[src/rtl/fu_result_arbiter_if.sv]
// FU result / ROB / CDB bundle between the functional units and the result arbiter.
interface fu_result_arbiter_if #(
  parameter int unsigned FU_COUNT   = 8,
  parameter int unsigned FIFO_DEPTH = 2
);
  localparam int unsigned PEND_W = $clog2(FU_COUNT * FIFO_DEPTH + 1);

  logic [FU_COUNT-1:0]   fu_valid;
  logic [FU_COUNT-1:0]   fu_ready;
  logic [FU_COUNT*4-1:0] fu_robid;
  logic [FU_COUNT*8-1:0] fu_flags;
  logic [FU_COUNT*8-1:0] fu_wbs;
  logic [FU_COUNT*8-1:0] fu_value;
  logic [FU_COUNT-1:0]   fu_wb_en;
  logic                  rob_ready;
  logic                  rob_transmit;
  logic [3:0]            rob_id;
  logic [7:0]            rob_flags;
  logic [7:0]            rob_wbs;
  logic [7:0]            rob_value;
  logic                  cdb_transmit;
  logic [3:0]            cdb_id;
  logic [7:0]            cdb_val;
  logic [PEND_W-1:0]     pending;

  // Environment side: FUs and ROB.
  modport master (
    output fu_valid, fu_robid, fu_flags, fu_wbs, fu_value, fu_wb_en, rob_ready,
    input  fu_ready, rob_transmit, rob_id, rob_flags, rob_wbs, rob_value,
           cdb_transmit, cdb_id, cdb_val, pending
  );

  // Arbiter side.
  modport slave (
    input  fu_valid, fu_robid, fu_flags, fu_wbs, fu_value, fu_wb_en, rob_ready,
    output fu_ready, rob_transmit, rob_id, rob_flags, rob_wbs, rob_value,
           cdb_transmit, cdb_id, cdb_val, pending
  );
endinterface

[src/rtl/fu_result_arbiter.sv]
// Per-FU result FIFOs, round-robin grant and a registered single-result ROB/CDB output.
module fu_result_arbiter #(
  parameter int unsigned FU_COUNT   = 8,
  parameter int unsigned FIFO_DEPTH = 2
) (
  input  logic               clk,
  input  logic               rst,
  input  logic               flush,
  fu_result_arbiter_if.slave bus
);
  localparam int unsigned PTR_W  = $clog2(FIFO_DEPTH);
  localparam int unsigned CNT_W  = $clog2(FIFO_DEPTH + 1);
  localparam int unsigned IDX_W  = $clog2(FU_COUNT);
  localparam int unsigned PEND_W = $clog2(FU_COUNT * FIFO_DEPTH + 1);

  typedef struct packed {
    logic [3:0] robid;
    logic [7:0] flags;
    logic [7:0] wbs;
    logic [7:0] value;
    logic       wb_en;
  } result_t;

  result_t          mem_q    [FU_COUNT][FIFO_DEPTH];
  result_t          mem_d    [FU_COUNT][FIFO_DEPTH];
  logic [PTR_W-1:0] rd_ptr_q [FU_COUNT];
  logic [PTR_W-1:0] rd_ptr_d [FU_COUNT];
  logic [PTR_W-1:0] wr_ptr_q [FU_COUNT];
  logic [PTR_W-1:0] wr_ptr_d [FU_COUNT];
  logic [CNT_W-1:0] count_q  [FU_COUNT];
  logic [CNT_W-1:0] count_d  [FU_COUNT];

  logic [IDX_W-1:0]    rr_ptr_q, rr_ptr_d;
  logic                out_valid_q, out_valid_d;
  result_t             out_q, out_d;
  logic [FU_COUNT-1:0] fu_ready_q, fu_ready_d;
  logic [PEND_W-1:0]   pending_q, pending_d;
  logic                cdb_transmit_q, cdb_transmit_d;
  logic [3:0]          cdb_id_q, cdb_id_d;
  logic [7:0]          cdb_val_q, cdb_val_d;

  logic                load;
  logic                found;
  logic [IDX_W-1:0]    grant;
  logic [IDX_W-1:0]    scan_idx;
  int unsigned         scan_sum;
  logic [FU_COUNT-1:0] push;
  logic [FU_COUNT-1:0] pop;

  // Round-robin scan from rr_ptr over FIFO occupancy at the start of the cycle.
  always_comb begin
    found    = 1'b0;
    grant    = rr_ptr_q;
    scan_sum = 0;
    scan_idx = '0;
    for (int k = 0; k < int'(FU_COUNT); k++) begin
      scan_sum = 32'(rr_ptr_q) + 32'(k);
      if (scan_sum >= FU_COUNT) scan_sum = scan_sum - FU_COUNT;
      scan_idx = IDX_W'(scan_sum);
      if (!found && (count_q[scan_idx] != '0)) begin
        found = 1'b1;
        grant = scan_idx;
      end
    end
  end

  // Push/pop strobes; fu_ready is the registered not-full flag so a full FIFO never accepts.
  always_comb begin
    load = !out_valid_q || bus.rob_ready;
    push = '0;
    pop  = '0;
    for (int i = 0; i < int'(FU_COUNT); i++) begin
      push[i] = bus.fu_valid[i] && fu_ready_q[i];
      pop[i]  = load && found && (grant == IDX_W'(i));
    end
  end

  // Next-state for FIFOs, output register, rr pointer and derived registered outputs.
  always_comb begin
    mem_d       = mem_q;
    rd_ptr_d    = rd_ptr_q;
    wr_ptr_d    = wr_ptr_q;
    count_d     = count_q;
    rr_ptr_d    = rr_ptr_q;
    out_valid_d = out_valid_q;
    out_d       = out_q;
    fu_ready_d  = '0;
    pending_d   = '0;

    if (flush) begin
      for (int i = 0; i < int'(FU_COUNT); i++) begin
        rd_ptr_d[i] = '0;
        wr_ptr_d[i] = '0;
        count_d[i]  = '0;
      end
      out_valid_d = 1'b0;
      out_d       = '0;
    end else begin
      for (int i = 0; i < int'(FU_COUNT); i++) begin
        if (push[i]) begin
          mem_d[i][wr_ptr_q[i]] = '{robid: bus.fu_robid[4*i +: 4],
                                    flags: bus.fu_flags[8*i +: 8],
                                    wbs:   bus.fu_wbs[8*i +: 8],
                                    value: bus.fu_value[8*i +: 8],
                                    wb_en: bus.fu_wb_en[i]};
          wr_ptr_d[i] = wr_ptr_q[i] + 1'b1;
        end
        if (pop[i]) rd_ptr_d[i] = rd_ptr_q[i] + 1'b1;
        count_d[i] = count_q[i] + CNT_W'(push[i]) - CNT_W'(pop[i]);
      end
      if (load) begin
        if (found) begin
          out_valid_d = 1'b1;
          out_d       = mem_q[grant][rd_ptr_q[grant]];
          rr_ptr_d    = (grant == IDX_W'(FU_COUNT - 1)) ? '0 : grant + 1'b1;
        end else begin
          out_valid_d = 1'b0;
          out_d       = '0;
        end
      end
    end

    for (int i = 0; i < int'(FU_COUNT); i++) begin
      fu_ready_d[i] = count_d[i] < CNT_W'(FIFO_DEPTH);
      pending_d     = pending_d + PEND_W'(count_d[i]);
    end
    cdb_transmit_d = out_valid_d && out_d.wb_en;
    cdb_id_d       = cdb_transmit_d ? out_d.wbs[3:0] : 4'h0;
    cdb_val_d      = cdb_transmit_d ? out_d.value : 8'h00;
  end

  // State registers with asynchronous active-low reset.
  always_ff @(posedge clk or negedge rst) begin
    if (!rst) begin
      for (int i = 0; i < int'(FU_COUNT); i++) begin
        for (int j = 0; j < int'(FIFO_DEPTH); j++) mem_q[i][j] <= '0;
        rd_ptr_q[i] <= '0;
        wr_ptr_q[i] <= '0;
        count_q[i]  <= '0;
      end
      rr_ptr_q       <= '0;
      out_valid_q    <= 1'b0;
      out_q          <= '0;
      fu_ready_q     <= '1;
      pending_q      <= '0;
      cdb_transmit_q <= 1'b0;
      cdb_id_q       <= '0;
      cdb_val_q      <= '0;
    end else begin
      mem_q          <= mem_d;
      rd_ptr_q       <= rd_ptr_d;
      wr_ptr_q       <= wr_ptr_d;
      count_q        <= count_d;
      rr_ptr_q       <= rr_ptr_d;
      out_valid_q    <= out_valid_d;
      out_q          <= out_d;
      fu_ready_q     <= fu_ready_d;
      pending_q      <= pending_d;
      cdb_transmit_q <= cdb_transmit_d;
      cdb_id_q       <= cdb_id_d;
      cdb_val_q      <= cdb_val_d;
    end
  end

  assign bus.fu_ready     = fu_ready_q;
  assign bus.rob_transmit = out_valid_q;
  assign bus.rob_id       = out_q.robid;
  assign bus.rob_flags    = out_q.flags;
  assign bus.rob_wbs      = out_q.wbs;
  assign bus.rob_value    = out_q.value;
  assign bus.cdb_transmit = cdb_transmit_q;
  assign bus.cdb_id       = cdb_id_q;
  assign bus.cdb_val      = cdb_val_q;
  assign bus.pending      = pending_q;

endmodule

[src/flat_wrapper.sv]
// flat-port wrapper written by rule: the top's interface ports become plain ports
module fu_result_arbiter_flat 
#(
  parameter int unsigned FU_COUNT   = 8,
  parameter int unsigned FIFO_DEPTH = 2
)
  (clk, rst, flush, bus_fu_valid, bus_fu_robid, bus_fu_flags, bus_fu_wbs, bus_fu_value, bus_fu_wb_en, bus_rob_ready, bus_fu_ready, bus_rob_transmit, bus_rob_id, bus_rob_flags, bus_rob_wbs, bus_rob_value, bus_cdb_transmit, bus_cdb_id, bus_cdb_val, bus_pending);
  fu_result_arbiter_if #(.FU_COUNT(FU_COUNT), .FIFO_DEPTH(FIFO_DEPTH)) bus_i ();
  input  logic clk;
  input  logic rst;
  input  logic flush;
  input wire logic [$bits(bus_i.fu_valid)-1:0] bus_fu_valid;
  input wire logic [$bits(bus_i.fu_robid)-1:0] bus_fu_robid;
  input wire logic [$bits(bus_i.fu_flags)-1:0] bus_fu_flags;
  input wire logic [$bits(bus_i.fu_wbs)-1:0] bus_fu_wbs;
  input wire logic [$bits(bus_i.fu_value)-1:0] bus_fu_value;
  input wire logic [$bits(bus_i.fu_wb_en)-1:0] bus_fu_wb_en;
  input wire logic [$bits(bus_i.rob_ready)-1:0] bus_rob_ready;
  output wire logic [$bits(bus_i.fu_ready)-1:0] bus_fu_ready;
  output wire logic [$bits(bus_i.rob_transmit)-1:0] bus_rob_transmit;
  output wire logic [$bits(bus_i.rob_id)-1:0] bus_rob_id;
  output wire logic [$bits(bus_i.rob_flags)-1:0] bus_rob_flags;
  output wire logic [$bits(bus_i.rob_wbs)-1:0] bus_rob_wbs;
  output wire logic [$bits(bus_i.rob_value)-1:0] bus_rob_value;
  output wire logic [$bits(bus_i.cdb_transmit)-1:0] bus_cdb_transmit;
  output wire logic [$bits(bus_i.cdb_id)-1:0] bus_cdb_id;
  output wire logic [$bits(bus_i.cdb_val)-1:0] bus_cdb_val;
  output wire logic [$bits(bus_i.pending)-1:0] bus_pending;
  assign bus_i.fu_valid = bus_fu_valid;
  assign bus_i.fu_robid = bus_fu_robid;
  assign bus_i.fu_flags = bus_fu_flags;
  assign bus_i.fu_wbs = bus_fu_wbs;
  assign bus_i.fu_value = bus_fu_value;
  assign bus_i.fu_wb_en = bus_fu_wb_en;
  assign bus_i.rob_ready = bus_rob_ready;
  assign bus_fu_ready = bus_i.fu_ready;
  assign bus_rob_transmit = bus_i.rob_transmit;
  assign bus_rob_id = bus_i.rob_id;
  assign bus_rob_flags = bus_i.rob_flags;
  assign bus_rob_wbs = bus_i.rob_wbs;
  assign bus_rob_value = bus_i.rob_value;
  assign bus_cdb_transmit = bus_i.cdb_transmit;
  assign bus_cdb_id = bus_i.cdb_id;
  assign bus_cdb_val = bus_i.cdb_val;
  assign bus_pending = bus_i.pending;
  fu_result_arbiter #(.FU_COUNT(FU_COUNT), .FIFO_DEPTH(FIFO_DEPTH)) u_core (.clk(clk), .rst(rst), .flush(flush), .bus(bus_i));
endmodule
[config.mk]
export PLATFORM = sky130hd
export DESIGN_NAME = fu_result_arbiter_flat
export DESIGN_NICKNAME = d
export VERILOG_FILES = /design/src/rtl/fu_result_arbiter_if.sv /design/src/rtl/fu_result_arbiter.sv /design/src/flat_wrapper.sv
export SDC_FILE = /design/constraint.sdc
export NUM_CORES = 1
export LEC_CHECK = 0
export CORE_MARGIN = 1.5
export CORE_UTILIZATION = 30
export CTS_CLUSTER_DIAMETER = 100
export DETAILED_ROUTE_END_ITERATION = 8
export GPL_TIMING_DRIVEN = 0
export SYNTH_ARGS = -nofsm -noshare
export SYNTH_HDL_FRONTEND = slang
export SYNTH_SLANG_ARGS = --single-unit
[constraint.sdc]
create_clock -name clk -period 9.7 [get_ports clk]
set_clock_uncertainty 0.15 [all_clocks]
set_input_delay 1.94 -clock clk [delete_from_list [all_inputs] [get_ports clk]]
set_output_delay 1.94 -clock clk [all_outputs]
set_load 0.03 [all_outputs]
==> reports/metrics.csv <==
stage;metric;value;unit
worst_setup_path;crit_required;10040;ps
floorplan;die-area;91090;µm²
clock_tree;cts_sinks;555;
final_layout;finalNetCount;2675;
worst_setup_path;crit_arrival;9540;ps
sta;fin_tns_setup;0;ps
placed_design;numPortBuffers;297;
synthesis;synth-edff-count;0;
detailed_routing;met1Wirelength;39.82;mm
synthesis;yosysTopAreaCell;dfrtp_1;
sta;finalHoldViolCount;0;
detailed_routing;dr.pass1.iters;5;
synthesis;ys_seq_area_frac;0.5189;
synthesis;synth.distinct_cells;69;
worst_setup_path;critPathCaptureType;register;
run;drv_cap;0;
grt;grt_pass1_wl;135.9;mm
synthesis;async_reset_ff_frac;1.000;
detailed_routing;drtIter0Drc;1406;
floorplan;die_y;301.8;µm
grt;grt_max_degree;123;
grt;antenna_found_initial;15;
worst_setup_path;path_max_fanout;10;
clock_tree;cts_tree;built;
sta;slew_headroom;0.2585;
detailed_routing;wire_per_inst;26.11;µm
floorplan;fp.dieW;301.8;µm
grt;overflow;0;
worst_setup_path;cpMaxStageDelayCell;or4b_1;
outcome;status;complete, no violations;
clock_tree;clkSlewWorstSetupHoldPaths;60;ps
final_layout;fin_util;0.3806;
floorplan;rows;109;
clock_tree;cts_buffer_depth;3;
sta;hold-worst-slack;351.0;ps
grt;grt_pass1_vias;19750;
floorplan;num_io_pins;299;
placed_design;gp_congestion;0.8961;
synthesis;yosys_warnings;0;
sta;fmax;0.1086;GHz
placed_design;place_hpwl;70.58;mm
sta;slew_viol_final;0;
final_layout;fillCellCount;8350;
detailed_routing;maxUsedRoutingLayer;met5;
floorplan;start_util;0.3031;
detailed_routing;viasPerCell;5.211;
synthesis;ys_seq_elements;555;
clock_tree;holdBufCountCts;0;
clock_tree;root_buffer;clkbuf_16;
final_layout;area_growth;25.57;%
synthesis;synth_fp_nets;2307;
sta;period_share;0.9490;
worst_setup_path;cp_top_family;adder cells;
worst_setup_path;crit_type;reg -> reg;
worst_setup_path;max_stage_delay;590;ps
final_layout;drive_gt1_frac;0.3108;
synthesis;syn_avg_cell_area;13.23;µm²
floorplan;core-area;88370;µm²
sta;setup_viol;0;
clock_tree;clk_latency;610;ps
synthesis;ys.flop_type;dfrtp_1;
synthesis;synth_top_area_frac;0.5110;
worst_setup_path;cp.buffers_inverters;12;
sta;worst_pin_slew;1112;ps
grt;grtUsageTotal;0.2054;
min_path;hold_class;reg -> reg;
detailed_routing;wl_met3;6.216;mm
sta;period_minus_slack;9205;ps
synthesis;syn_inst;2025;
clock_tree;h-tree-depth;3;
detailed_routing;drt-total-wl;94.16;mm
sta;rsz0062_at_grt;no;
synthesis;syn_area;26790;µm²
detailed_routing;drc;0;
synthesis;yosys-top-cells-area;dfrtp_1 (51%), mux2_2 (20%), mux4_2 (5.4%);
worst_setup_path;startpoint_type;register;
detailed_routing;ant_nets;0;
detailed_routing;vias;18790;
detailed_routing;wl_met2;45.16;mm
clock_tree;cts_buffers;66;
final cells by class:
| class | count | area [µm²] | share of cell area |
|---|---|---|---|
| sequential | 555 | 13900 | 0.4132 |
| multi-input combinational | 1241 | 11880 | 0.3531 |
| timing repair buffer | 302 | 3115 | 0.09263 |
| clock buffer | 98 | 1978 | 0.05881 |
| tap | 1165 | 1458 | 0.04334 |
| buffer | 164 | 834.6 | 0.02481 |
| inverter | 63 | 242.7 | 0.007217 |
| clock inverter | 16 | 226.5 | 0.006733 |
| antenna | 2 | 5.005 | 0.0001488 |
cell usage after synthesis (3+ instances only):
library cell,number
inv_2,4
xor2_1,10
and3_1,5
xnor2_1,25
nor4b_1,4
nand4_1,31
nor4_1,3
dfrtp_1,547
ha_1,27
nor2_1,40
buf_1,21
o311ai_1,10
a21oi_1,8
or2_1,9
mux4_2,64
nand2b_1,9
o211ai_2,6
and2_1,35
clkbuf_1,73
buf_6,5
a32o_1,28
dfstp_2,8
nor3_1,16
o21ai_0,47
buf_4,32
a21o_1,5
buf_2,35
mux2i_1,84
o211ai_1,25
o311ai_0,6
fa_1,11
nor2b_1,22
mux2_2,481
clkinv_1,3
a211oi_1,36
inv_1,56
nand2_1,107
nand3_1,47
final timing paths:
kind / from / end / slack, ps / cells past startpoint
max: u_core.rr_ptr_q[0] / u_core.bus.pending[3] / 490 / 35
min: u_core.mem_q[15] / u_core.mem_q[15] / 350 / 1
max reg2reg: u_core.rr_ptr_q[0] / u_core.bus.pending[3] / 490 / 35
min reg2reg: u_core.mem_q[15] / u_core.mem_q[15] / 350 / 1
max in group asynchronous: rst / u_core.mem_q[293] / 6520 / 4
min in group asynchronous: rst / u_core.mem_q[430] / 1090 / 1
per-stage QoR:
step,setup WS [ps],instances,cell area (µm²)
floorplan,1276,2025,26790
detailed placement,-734.5,3492,31360
global placement,-17410,3487,31220
finish,494.8,3606,33630
global route,45.15,3606,33630
CTS,1.708,3605,33580
metal layers:
metal	track usage	up-vias
li1	-	8093
met5	0	-
met1	0.2676	9843
met4	0.06619	18
met2	0.3389	678
met3	0.04561	158
repair_timing:
| action | CTS | global route |
|---|---|---|
| pin swaps | 0 | 0 |
| resized for setup | 7 | 18 |
| endpoints found under the setup margin | 4 | 4 |
| buffers inserted | 0 | 0 |
worst reg2reg max path, delay by kind of cell, from the launching register on:
family | cells | cell delay [ps]
adders and majority gates | 10 | 3470
and+or+nand+nor | 8 | 1970
buffers and inverters | 12 | 1970
xor gates and xnor gates | 3 | 410
DFF | 1 | 370
AOI/OAI and AO/OA | 2 | 740
sequential cells by signal (all words and copies together) (netlist names):
register / cells
u_core.bus.cdb_id: 4
u_core.bus.cdb_transmit: 1
u_core.bus.cdb_val: 8
u_core.bus.fu_ready: 8
u_core.bus.pending: 5
u_core.bus.rob_flags: 8
u_core.bus.rob_id: 4
u_core.bus.rob_transmit: 1
u_core.bus.rob_value: 8
u_core.bus.rob_wbs: 8
u_core.count_q: 16
u_core.mem_q: 464
u_core.out_q: 1
u_core.rd_ptr_q: 8
u_core.rr_ptr_q: 3
u_core.wr_ptr_q: 8
cell families (layout without fill, tap and decap cells):
family                     count (synthesis)  in the layout  synth area share
xor gates and xnor gates                  36             36           0.01247
other                                      0              2                 0
adders and majority gates                 38             38           0.02083
AOI/OAI and AO/OA                        196            196           0.05526
buffers and inverters                    229            643           0.03961
and+or+nand+nor                          340            340           0.06451
DFF                                      555            555            0.5189
muxes                                    631            631            0.2884
cell usage in the layout, fill, tap and decap left out, types with 21 or more instances in the layout:
cell,n
nand2_1,107
o21ai_0,47
o211ai_1,25
clkdlybuf4s50_1,296
a32o_1,28
buf_2,30
nor2_1,39
inv_1,56
nand3_1,47
xnor2_1,25
mux2_2,481
a211oi_1,36
clkbuf_16,71
ha_1,27
dfrtp_1,547
mux2i_1,84
buf_4,32
nor2b_1,21
clkbuf_1,87
and2_1,35
mux4_2,64
nand4_1,31
Power is not shown: default switching activity piles up to over one toggle a cycle in this logic, so the estimate is an artifact.
